==> config.mk <==
export PLATFORM = sky130hd
export DESIGN_NAME = shim_split
export DESIGN_NICKNAME = d
export VERILOG_FILES = /design/src/rtl/shim_pkg.sv /design/src/rtl/shim_split_lane.sv /design/src/rtl/shim_split.sv
export SDC_FILE = /design/constraint.sdc
export NUM_CORES = 1
export LEC_CHECK = 0
export BUFFER_PORTS_ARGS = -buffer_cell sky130_fd_sc_hd__buf_2
export CAP_MARGIN = 10
export CORE_ASPECT_RATIO = 0.6
export CORE_UTILIZATION = 34
export DETAILED_ROUTE_END_ITERATION = 7
export PLACE_DENSITY = 0.61
export SLEW_MARGIN = 5
export SYNTH_ARGS = -nofsm -noshare
export SYNTH_HDL_FRONTEND = slang
export SYNTH_SLANG_ARGS = --single-unit
==> constraint.sdc <==
create_clock -name CLK -period 3.8 [get_ports CLK]
set_clock_uncertainty 0.2 [all_clocks]
set_input_delay 0.38 -clock CLK [delete_from_list [all_inputs] [get_ports CLK]]
set_output_delay 0.38 -clock CLK [all_outputs]
set_load 0.1 [all_outputs]
==> src/rtl/shim_pkg.sv <==
// Types and constants shared by the align and split shims.
package shim_pkg;

  typedef enum logic [0:0] {
    SHIM_IDLE     = 1'b0,
    SHIM_DISPATCH = 1'b1
  } shim_state_t;

  // Value registers come out of reset cleared; wide enough for any lane width up to 64.
  localparam logic [63:0] SHIM_VALUE_RST = '0;

endpackage

==> src/rtl/shim_split_lane.sv <==
// One fork lane: holds a value and its pending flag until the consumer takes it.
module shim_split_lane
  import shim_pkg::*;
#(
  parameter int WIDTH = 8
) (
  input  logic             clk,
  input  logic             rst_n,
  input  logic             load,
  input  logic             clear,
  input  logic [WIDTH-1:0] load_value,
  input  logic             ready,
  output logic             valid,
  output logic [WIDTH-1:0] value,
  output logic             done_next
);

  logic             pending_reg;
  logic             pending_next;
  logic [WIDTH-1:0] value_reg;

  always_comb begin
    pending_next = pending_reg;
    if (load)
      pending_next = 1'b1;
    else if (clear)
      pending_next = 1'b0;
    else if (pending_reg && ready)
      pending_next = 1'b0;
  end

  // Natural completion only; the watchdog clear is kept out to avoid a loop through the FSM.
  assign done_next = ~pending_reg | ready;

  always_ff @(posedge clk or negedge rst_n) begin
    if (!rst_n) begin
      pending_reg <= 1'b0;
      value_reg   <= SHIM_VALUE_RST[WIDTH-1:0];
    end else begin
      pending_reg <= pending_next;
      if (load)
        value_reg <= load_value;
    end
  end

  assign valid = pending_reg;
  assign value = value_reg;

endmodule

==> src/rtl/shim_split.sv <==
// Broadcast/fork shim: one vector in, one independent valid/ready per lane out.
// Optional watchdog enabled by defining SHIM_SPLIT_TIMEOUT_EN.
module shim_split
  import shim_pkg::*;
#(
  parameter int NUM_OUTPUTS    = 4,
  parameter int WIDTH          = 8,
  parameter int TIMEOUT_CYCLES = 1024
) (
  input  logic                         CLK,
  input  logic                         RSTN,
  input  logic [NUM_OUTPUTS*WIDTH-1:0] VALUES_IN,
  input  logic                         VALID_IN,
  output logic                         READY_OUT,
  output logic [NUM_OUTPUTS*WIDTH-1:0] VALUES_OUT,
  output logic [NUM_OUTPUTS-1:0]       VALIDS_OUT,
  input  logic [NUM_OUTPUTS-1:0]       READYS_IN,
  output logic                         BUSY_OUT,
  output logic                         TIMEOUT_OUT
);

  shim_state_t            state_reg;
  logic                   accept;
  logic                   all_done;
  logic                   expire;
  logic [NUM_OUTPUTS-1:0] pending;
  logic [NUM_OUTPUTS-1:0] done_next;

  assign accept   = VALID_IN && (state_reg == SHIM_IDLE);
  assign all_done = &done_next;

  genvar gi;
  generate
    for (gi = 0; gi < NUM_OUTPUTS; gi++) begin : g_lane
      shim_split_lane #(.WIDTH(WIDTH)) u_lane (
        .clk        (CLK),
        .rst_n      (RSTN),
        .load       (accept),
        .clear      (expire),
        .load_value (VALUES_IN[gi*WIDTH +: WIDTH]),
        .ready      (READYS_IN[gi]),
        .valid      (pending[gi]),
        .value      (VALUES_OUT[gi*WIDTH +: WIDTH]),
        .done_next  (done_next[gi])
      );
    end
  endgenerate

`ifdef SHIM_SPLIT_TIMEOUT_EN
  localparam int CW = $clog2(TIMEOUT_CYCLES + 1);

  logic [CW-1:0] count_reg;
  logic          timeout_reg;

  // Normal completion on the limit edge wins over the watchdog.
  assign expire = (state_reg == SHIM_DISPATCH) && (count_reg == CW'(TIMEOUT_CYCLES)) && !all_done;

  always_ff @(posedge CLK or negedge RSTN) begin
    if (!RSTN) begin
      count_reg   <= '0;
      timeout_reg <= 1'b0;
    end else begin
      timeout_reg <= expire;
      if (accept)
        count_reg <= '0;
      else if (state_reg == SHIM_DISPATCH)
        count_reg <= count_reg + CW'(1);
    end
  end

  assign TIMEOUT_OUT = timeout_reg;
`else
  assign expire      = 1'b0;
  assign TIMEOUT_OUT = 1'b0;
`endif

  always_ff @(posedge CLK or negedge RSTN) begin
    if (!RSTN) begin
      state_reg <= SHIM_IDLE;
    end else begin
      case (state_reg)
        SHIM_IDLE:     if (accept) state_reg <= SHIM_DISPATCH;
        SHIM_DISPATCH: if (all_done || expire) state_reg <= SHIM_IDLE;
        default:       state_reg <= SHIM_IDLE;
      endcase
    end
  end

  assign READY_OUT  = (state_reg == SHIM_IDLE);
  assign VALIDS_OUT = pending;
  assign BUSY_OUT   = |pending;

endmodule

==> results of run 1 <==
routing by layer:
metal  wire length, um  vias to the layer above
li1                  -                      452
met1              1449                      435
met2              1055                       55
met3               304                        6
met4                36                        0
met5                 0                        -
cells by family after synthesis:
| logic type | synth area share |
|---|---|
| AND/OR/NAND/NOR | 0.04631 |
| flip-flops | 0.5808 |
| buffers and inverters | 0.07064 |
| AO/OA/AOI/OAI | 0.003137 |
| multiplexers | 0.2967 |
| other | 0.002353 |
final timing paths:
check / start / to / slack (ns) / cells past startpoint
max reg2reg: state_reg / g_lane[0].u_lane.value[0] / 1.73 / 2
max: g_lane[1].u_lane.valid / BUSY_OUT / 1.73 / 2
min reg2reg: g_lane[3].u_lane.value[3] / g_lane[3].u_lane.value[3] / 0.31 / 1
min: RSTN / g_lane[0].u_lane.value[4] / -0.02 / 1
max in group asynchronous: RSTN / g_lane[1].u_lane.value[1] / 2.91 / 1
min in group CLK: VALUES_IN[12] / g_lane[1].u_lane.value[4] / 0.13 / 2
stage by stage:
step	utilization	instance area [um^2]
final	0.4712	2027
after global routing	0.4712	2027
after CTS	0.4712	2027
after detailed placement	0.4511	1941
after global placement	0.4511	1941
after floorplan	-	1594
cells in the final DEF, fill, tap and decap left out:
master    Yosys  layout
buf_2         0      76
dfrtp_1      37      37
mux2_4       30      30
clkbuf_8      0       6
nand2_1       5       5
nand2b_1      4       4
mux2_2        2       2
inv_1         1       1
or4_1         1       1
and4_1        1       1
o21ai_1       1       1
nor2b_4       1       1
conb_1        1       1
clkbuf_1      0       1
area by class of cell:
| type | count | area (um^2) |
|---|---|---|
| Timing Repair Buffer | 76 | 380.4 |
| Inverter | 1 | 3.754 |
| Fill cell | 404 | 2275 |
| Multi-Input combinational cell | 46 | 555.5 |
| Sequential cell | 37 | 925.9 |
| Clock buffer | 7 | 86.33 |
| Tap cell | 60 | 75.07 |
critical path, cell delays in order, from the launching register on:
cell	delay [ns]
dfrtp_1	0.40
or4_1	0.51
buf_2	0.30
==> summary.md, run 1 <==
| Metric | Value |
|---|---|
| Outcome | complete, but fails checks |
| Failing checks | negative hold slack |
| Rows | 18 |
| Slew headroom | 0.2008 |
| Vias | 948 |
| Setup ws final | 1.727 ns |
| Post-Route Hold Slack | -0.01961 ns |
| Placed wire-length estimate | 2038 um |
| Port bufs | 76 |
| GRT busiest layer | met2 |
| Mean Syn Cell Area | 17.14 um^2 |
| Synthesis warning total | 0 |
| Area contributors post-synth | dfrtp_1 (58%), mux2_4 (28%), buf_12 (3.8%), buf_4 (2.4%), nand2b_1 (1.6%) |
| Number of synthesized register bits | 37 |
| DRC viols | 0 |
| GPL Wtd Cong | 0.7232 |
| Critical path class | flop to output pin |
| Latest clock arrival within the worst-skew pair | 0.28 ns |
| Most common cell in the netlist | dfrtp_1 |
| Initial antenna violation count | 0 |
| Final Hold Viols | 31 |
| Root buffer cell | clkbuf_8 |
| M2 GR Usage | 0.1616 |
| P&R area growth vs syn | 27.16% |
| Distinct cell type count of the synthesized netlist | 14 |
| Min-Delay Path Class | input pin to async pin |
| GR Overflow Total | 0 |
| Vias in the first global route | 917 |
| Crit-path max FO | 3 |
| # IOs | 78 |
| Max-slew violations | 0 |
| CP Capture Type | output pin |
| M3 GR Usage | 0.06284 |
| Via density | 4.176 |
| Critical path launch point type | flop |
| Register area share after synthesis | 0.5808 |
| Die X | 90.40 um |
| Cell count after synthesis | 93 |
| Number of clock sinks | 37 |
| CTS H-tree lvls | 2 |
| Chip Height | 55.04 um |
| CTS tree | yes |
| TritonRoute pass-1 iters | 4 |
| Peak Freq | 0.4823 GHz |
| Post-CTS sizing | 0 |
| Pin count of the biggest net entering global routing | 38 |
| Synth top area share | 0.5808 |
| Worst-path clk slew | 0.07 ns |
| RSZ-0062 raised after global routing | no |
| M1 GR Usage | 0.1601 |
| Post-DR wirelength/cell | 12.54 um |
| Worst EP required | 3.22 ns |
| Post-synth EDFFs | 0 |
| CTS Buf Count | 5 |
| Top FF cell, synth | dfrtp_1 |
| Core area | 4302 um^2 |
| Worst slack, placed | 1.593 ns |
| Setup_tns | 0 ns |
| Cells after DPL | 220 |
| First-pass GRT wire length | 4367 um |
| Die ar. | 4975 um^2 |
| Total wire length | 2846 um |
| Synthesized Nets | 132 |
| Clock period minus worst slack | 2.073 ns |
| Post-layout nets | 206 |
| # hold bufs at CTS | 0 |
| Max reg flops | 32 |
| Non-Filler Instances | 227 |
| Fraction of registers with async set/reset | 1.000 |
| Setup Fix Bufs, Post-CTS | 0 |
| Yosys top cell by area | dfrtp_1 |
| First DRT Iteration DRCs | 8 |
| WP data arrival | 1.49 ns |
| Deepest clock path buffer count | 2 |
| Post-synth top cells | dfrtp_1 (37), mux2_4 (30), buf_4 (5), nand2_1 (5), nand2b_1 (4) |
| N_diodes | 0 |
| Area of the mapped netlist | 1594 um^2 |
| Ratio of cells with drive above 1 in the final layout | 0.6886 |
| Final Setup Violations | 0 |
| Initial Utilization | 0.3706 |
| All-Layer GR Usage | 0.1208 |
| Post-route clock period utilization | 0.5456 |
| Post-route ant nets | 0 |
| Worst-Margin Slew | 1.196 ns |
| Max Cap Violations | 0 |
Power of run 1 is left out: the tool's default activity adds up to more than one toggle a clock period on the data nets, which glitch-free logic cannot reach.
==> run 2, diff against run 1 <==
- clock period: 3.8 -> 2.1 ns (I/O delays scaled with it)
==> summary.md, run 2 (synthesized netlist as in run 1, its figures left out) <==
| Metric | Value |
|---|---|
| CP Capture Type | output pin |
| CTS H-tree lvls | 2 (unchanged) |
| Post-CTS sizing | 0 (unchanged) |
| Initial antenna violation count | 0 (unchanged) |
| RSZ-0062 raised after global routing | no |
| Post-route clock period utilization | 0.9119 |
| Final Setup Violations | 0 (unchanged) |
| Vias in the first global route | 1132 (+23%) |
| Worst stage delay on the critical path | 0.52 ns (about the same) |
| Post-DR wirelength/cell | 13.05 um (+4.1%) |
| Worst EP required | 1.69 ns (-1.53 ns) |
| Port bufs | 76 (unchanged) |
| Max-slew violations | 0 (unchanged) |
| Worst-path clk slew | 0.07 ns (about the same) |
| Setup Fix Bufs, Post-CTS | 0 (unchanged) |
| Worst-Margin Slew | 0.8181 ns (-0.3782 ns) |
| Cell Area, Placed | 1968 um^2 (+1.4%) |
| Crit-path max FO | 3 (unchanged) |
| CTS Buf Count | 5 (unchanged) |
| Vias | 1119 (+18%) |
| Initial Utilization | 0.3706 (unchanged) |
| P&R area growth vs syn | 50.63% |
| Root buffer cell | clkbuf_8 |
| First-pass GRT wire length | 5451 um (+25%) |
| Post-layout nets | 243 (+18%) |
| Die X | 90.40 um (unchanged) |
| N_diodes | 0 (unchanged) |
| Total wire length | 3459 um (+22%) |
| Pin count of the biggest net entering global routing | 38 (unchanged) |
| Placed wire-length estimate | 2203 um (+8.1%) |
| Most common cell after layout, fill and taps aside | buf_2 |
| Critical path class | flop to output pin |
| First DRT Iteration DRCs | 11 (+3) |
| Final Hold Viols | 0 (-100%) |
| Post-route ant nets | 0 (unchanged) |
| Ratio of cells with drive above 1 in the final layout | 0.5756 (-0.1130) |
| CTS tree | yes |
| Crit-path cells | or4_1 -> buf_2 |
| Final Cell Area | 2401 um^2 (+18%) |
| GR Overflow Total | 0 (unchanged) |
| Chip Height | 55.04 um (unchanged) |
| Max reg flops | 32 (unchanged) |
| Min-Delay Path Class | input pin to flop |
| Via density | 4.223 (+1.1%) |
| Clock period minus worst slack | 1.915 ns |
| Latest clock arrival within the worst-skew pair | 0.28 ns (about the same) |
| Number of clock sinks | 37 (unchanged) |
| # IOs | 78 (unchanged) |
| TritonRoute pass-1 iters | 3 (-1) |
| GPL Wtd Cong | 0.7795 (+7.8%) |
| Critical path launch point type | flop |
| Critical-path top delay cell | or4_1 |
| Max Cap Violations | 0 (unchanged) |
| Outcome | completed |
| Slew headroom | 0.4546 (+0.2539) |
| Deepest clock path buffer count | 2 (unchanged) |
| Rows | 18 (unchanged) |
| Core area | 4302 um^2 (unchanged) |
| # hold bufs at CTS | 35 (+35) |
| Commonest cells after routing, fill and taps aside | buf_2 (76), dfrtp_1 (37), dlygate4sd3_1 (35) |
| DRC viols | 0 (unchanged) |
| WP data arrival | 1.51 ns (+0.02 ns) |
| Die ar. | 4975 um^2 (unchanged) |
| Setup_tns | 0 ns (unchanged) |
| All-Layer GR Usage | 0.1500 (+0.02922) |
| Peak Freq | 0.5222 GHz |
==> run 2: changes by cell type in the layout (fill, tap and decap cells not counted), sizes merged <==
cell | previous run | this run
clkbuf | 7 | 6
clkinv | 0 | 2
buf | 76 | 78
dlygate4sd3 | 0 | 35
==> run 2: through the flow <==
| stage | hold WS (ns) | instances | worst slack, ns | util |
|---|---|---|---|---|
| 2_1_floorplan | -0.2856 | 93 | 0.3631 | - |
| 3_3_place_gp | 0.1239 | 222 | 0.5058 | 0.4575 |
| 3_5_place_dp | 0.1488 | 222 | 0.4719 | 0.4575 |
| 4_1_cts | 0.005614 | 265 | 0.1789 | 0.5582 |
| 5_1_grt | 0.02121 | 265 | 0.1089 | 0.5582 |
| 6_report | 0.006685 | 265 | 0.1850 | 0.5582 |
==> run 2: routing by layer <==
metal | wire, um | track usage
met1 | 1552 | 0.1765
met2 | 1690 | 0.2684
met3 | 216 | 0.06421
met4 | 0 | 0.02419
met5 | 0 | 0
==> run 2: cell type report <==
| cell class | count | area (um^2) |
|---|---|---|
| sequential | 37 | 925.9 |
| multi-input combinational | 46 | 555.5 |
| tap | 60 | 75.07 |
| inverter | 1 | 3.754 |
| timing repair buffer | 113 | 758.2 |
| fill | 366 | 1901 |
| clock inverter | 2 | 10.01 |
| clock buffer | 6 | 72.57 |
==> run 2: final timing paths <==
path	start	endpoint	slack, ns	depth (start not counted)
worst min register to register	g_lane[0].u_lane.value[0]	g_lane[0].u_lane.value[0]	0.31	1
worst min-delay path	READYS_IN[2]	g_lane[2].u_lane.valid	0.007	3
worst max register to register	state_reg	g_lane[1].u_lane.value[6]	0.49	3
max in group asynchronous	RSTN	g_lane[3].u_lane.value[5]	0.82	2
min in group asynchronous	RSTN	g_lane[2].u_lane.value[5]	0.37	2
worst max-delay path	g_lane[1].u_lane.valid	BUSY_OUT	0.18	2
==> run 2: critical path: cells and delay by family, from the launching register on <==
kind / cells / cell delay (ns)
buf+inv: 1 / 0.30
simple gates: 1 / 0.52
flops: 1 / 0.40
Power of run 2 is left out for the same reason.
==> run 3, diff against run 2 <==
- SETUP_SLACK_MARGIN: not set -> 0.2
==> summary.md, run 3 (synthesized netlist as in run 1, its figures left out) <==
| Metric | Value |
|---|---|
| Number of clock sinks | 37 (unchanged) |
| Hold path depth | 3 (unchanged) |
| Die X | 90.40 um (unchanged) |
| # IOs | 78 (unchanged) |
| First DRT Iteration DRCs | 9 (-2) |
| Max Cap Violations | 0 (unchanged) |
| Setup ws final | 0.2628 ns (+0.07782 ns) |
| Post-DR wirelength/cell | 13.12 um (+0.55%) |
| CTS tree | yes |
| Non-Filler Instances | 265 (unchanged) |
| Critical path class | flop to output pin |
| GPL Wtd Cong | 0.7795 (unchanged) |
| CTS H-tree lvls | 2 (unchanged) |
| Deepest clock path buffer count | 2 (unchanged) |
| CP Capture Type | output pin |
| Critical path depth in cells | 2 (unchanged) |
| DRC viols | 0 (unchanged) |
| Worst slack, placed | 0.4719 ns (unchanged) |
| Commonest cells after routing, fill and taps aside | buf_2 (75), dfrtp_1 (37), dlygate4sd3_1 (35) |
| Latest clock arrival within the worst-skew pair | 0.28 ns (about the same) |
| Setup Fix Bufs, Post-CTS | 0 (unchanged) |
| Via density | 4.226 (about the same) |
| Final Hold Viols | 0 (unchanged) |
| Total wire length | 3478 um (+0.55%) |
| Worst EP required | 1.69 ns (about the same) |
| Worst-Margin Slew | 0.8181 ns (+0.00002950 ns) |
| Cells after DPL | 222 (unchanged) |
| N_diodes | 0 (unchanged) |
| Die ar. | 4975 um^2 (unchanged) |
| Ratio of cells with drive above 1 in the final layout | 0.5805 (+0.004878) |
| Max reg flops | 32 (unchanged) |
| Worst-path clk slew | 0.07 ns (about the same) |
| Post-route clock period utilization | 0.8749 (-0.03706) |
| Pin count of the biggest net entering global routing | 38 (unchanged) |
| All-Layer GR Usage | 0.1500 (unchanged) |
| Vias in the first global route | 1132 (unchanged) |
| Core area | 4302 um^2 (unchanged) |
| Cells on worst reg2reg path | 3 (unchanged) |
| TritonRoute pass-1 iters | 3 (unchanged) |
| Root buffer cell | clkbuf_8 |
| Clock period minus worst slack | 1.837 ns (-0.07782 ns) |
| GR Overflow Total | 0 (unchanged) |
| Critical path launch point type | flop |
| Crit-path cells | or4_4 -> buf_8 |
| Critical-path top delay cell | or4_4 |
| Slew headroom | 0.4546 (about the same) |
| Worst stage delay on the critical path | 0.55 ns (+0.03 ns) |
| Most common cell after layout, fill and taps aside | buf_2 |
| Port bufs | 76 (unchanged) |
| Final Setup Violations | 0 (unchanged) |
| Min-Delay Path Class | input pin to flop |
| Placed wire-length estimate | 2203 um (unchanged) |
| Crit path buffers/inverters | 1 (unchanged) |
| Post-layout nets | 243 (unchanged) |
| Initial antenna violation count | 0 (unchanged) |
| Setup_tns | 0 ns (unchanged) |
| First-pass GRT wire length | 5451 um (unchanged) |
| CTS Buf Count | 5 (unchanged) |
| Initial Utilization | 0.3706 (unchanged) |
| P&R area growth vs syn | 51.49% |
| CP delay by family, top | simple AND/OR/NAND/NOR gates |
| WP data arrival | 1.43 ns (-0.08 ns) |
| Post-route ant nets | 0 (unchanged) |
| RSZ-0062 raised after global routing | no |
| Rows | 18 (unchanged) |
| Outcome | completed |
| Vias | 1120 (+0.089%) |
| Peak Freq | 0.5443 GHz (+4.2%) |
| Chip Height | 55.04 um (unchanged) |
| Crit-path max FO | 3 (unchanged) |
| Max-slew violations | 0 (unchanged) |
==> run 3: changes by cell type in the layout (fill, tap and decap cells not counted) <==
cell / change
or4_4: +1
or4_1: -1
buf_2: -1
buf_8: +1
==> run 3: stage by stage <==
step,util,hold slack (ns),instance area [um^2]
final,0.5614,0.005741,2415
after global routing,0.5614,0.02121,2415
after CTS,0.5588,0.005614,2404
after detailed placement,0.4575,0.1488,1968
after global placement,0.4575,0.1239,1968
after floorplan,-,-0.2856,1594
==> run 3: path summary, 6_finish.rpt <==
check / startpoint / to / slack (ns)
setup reg to reg: state_reg / g_lane[1].u_lane.value[6] / 0.49
hold reg to reg: g_lane[0].u_lane.value[0] / g_lane[0].u_lane.value[0] / 0.31
hold / removal: READYS_IN[2] / g_lane[2].u_lane.valid / 0.006
min in group asynchronous: RSTN / g_lane[2].u_lane.value[5] / 0.37
setup / recovery: g_lane[1].u_lane.valid / BUSY_OUT / 0.26
max in group asynchronous: RSTN / g_lane[3].u_lane.value[5] / 0.82
==> run 3: worst min-delay path, cell delays in order <==
cell and delay [ns]:
buf_2 0.07, nand2b_1 0.11, nand2_1 0.05
==> run 3: metal layers <==
| layer | global-route usage | vias up | routed length (um) |
|---|---|---|---|
| met2 | 0.2684 | 49 | 1704 |
| met5 | 0 | - | 0 |
| met4 | 0.02419 | 0 | 0 |
| li1 | - | 529 | - |
| met1 | 0.1765 | 542 | 1554 |
| met3 | 0.06421 | 0 | 219 |
==> run 3: what timing repair did <==
| item | CTS | global route |
|---|---|---|
| pin swaps | 0 | 0 |
| endpoints found under the setup margin | 1 | 1 |
| hold endpoints to repair | 71 | 0 |
| hold buffers | 35 | 0 |
| resized for setup | 1 | 3 |
| cloned | 0 | 0 |
==> run 3: area by class of cell <==
type	instances	area, um^2
clock buffers	6	72.57
clock inverters	2	10.01
fillers	366	1887
inverters	1	3.754
multi-input cells	46	559.3
flip-flops and latches	37	925.9
well taps	60	75.07
repair buffers	113	768.2
Power of run 3 is left out for the same reason.
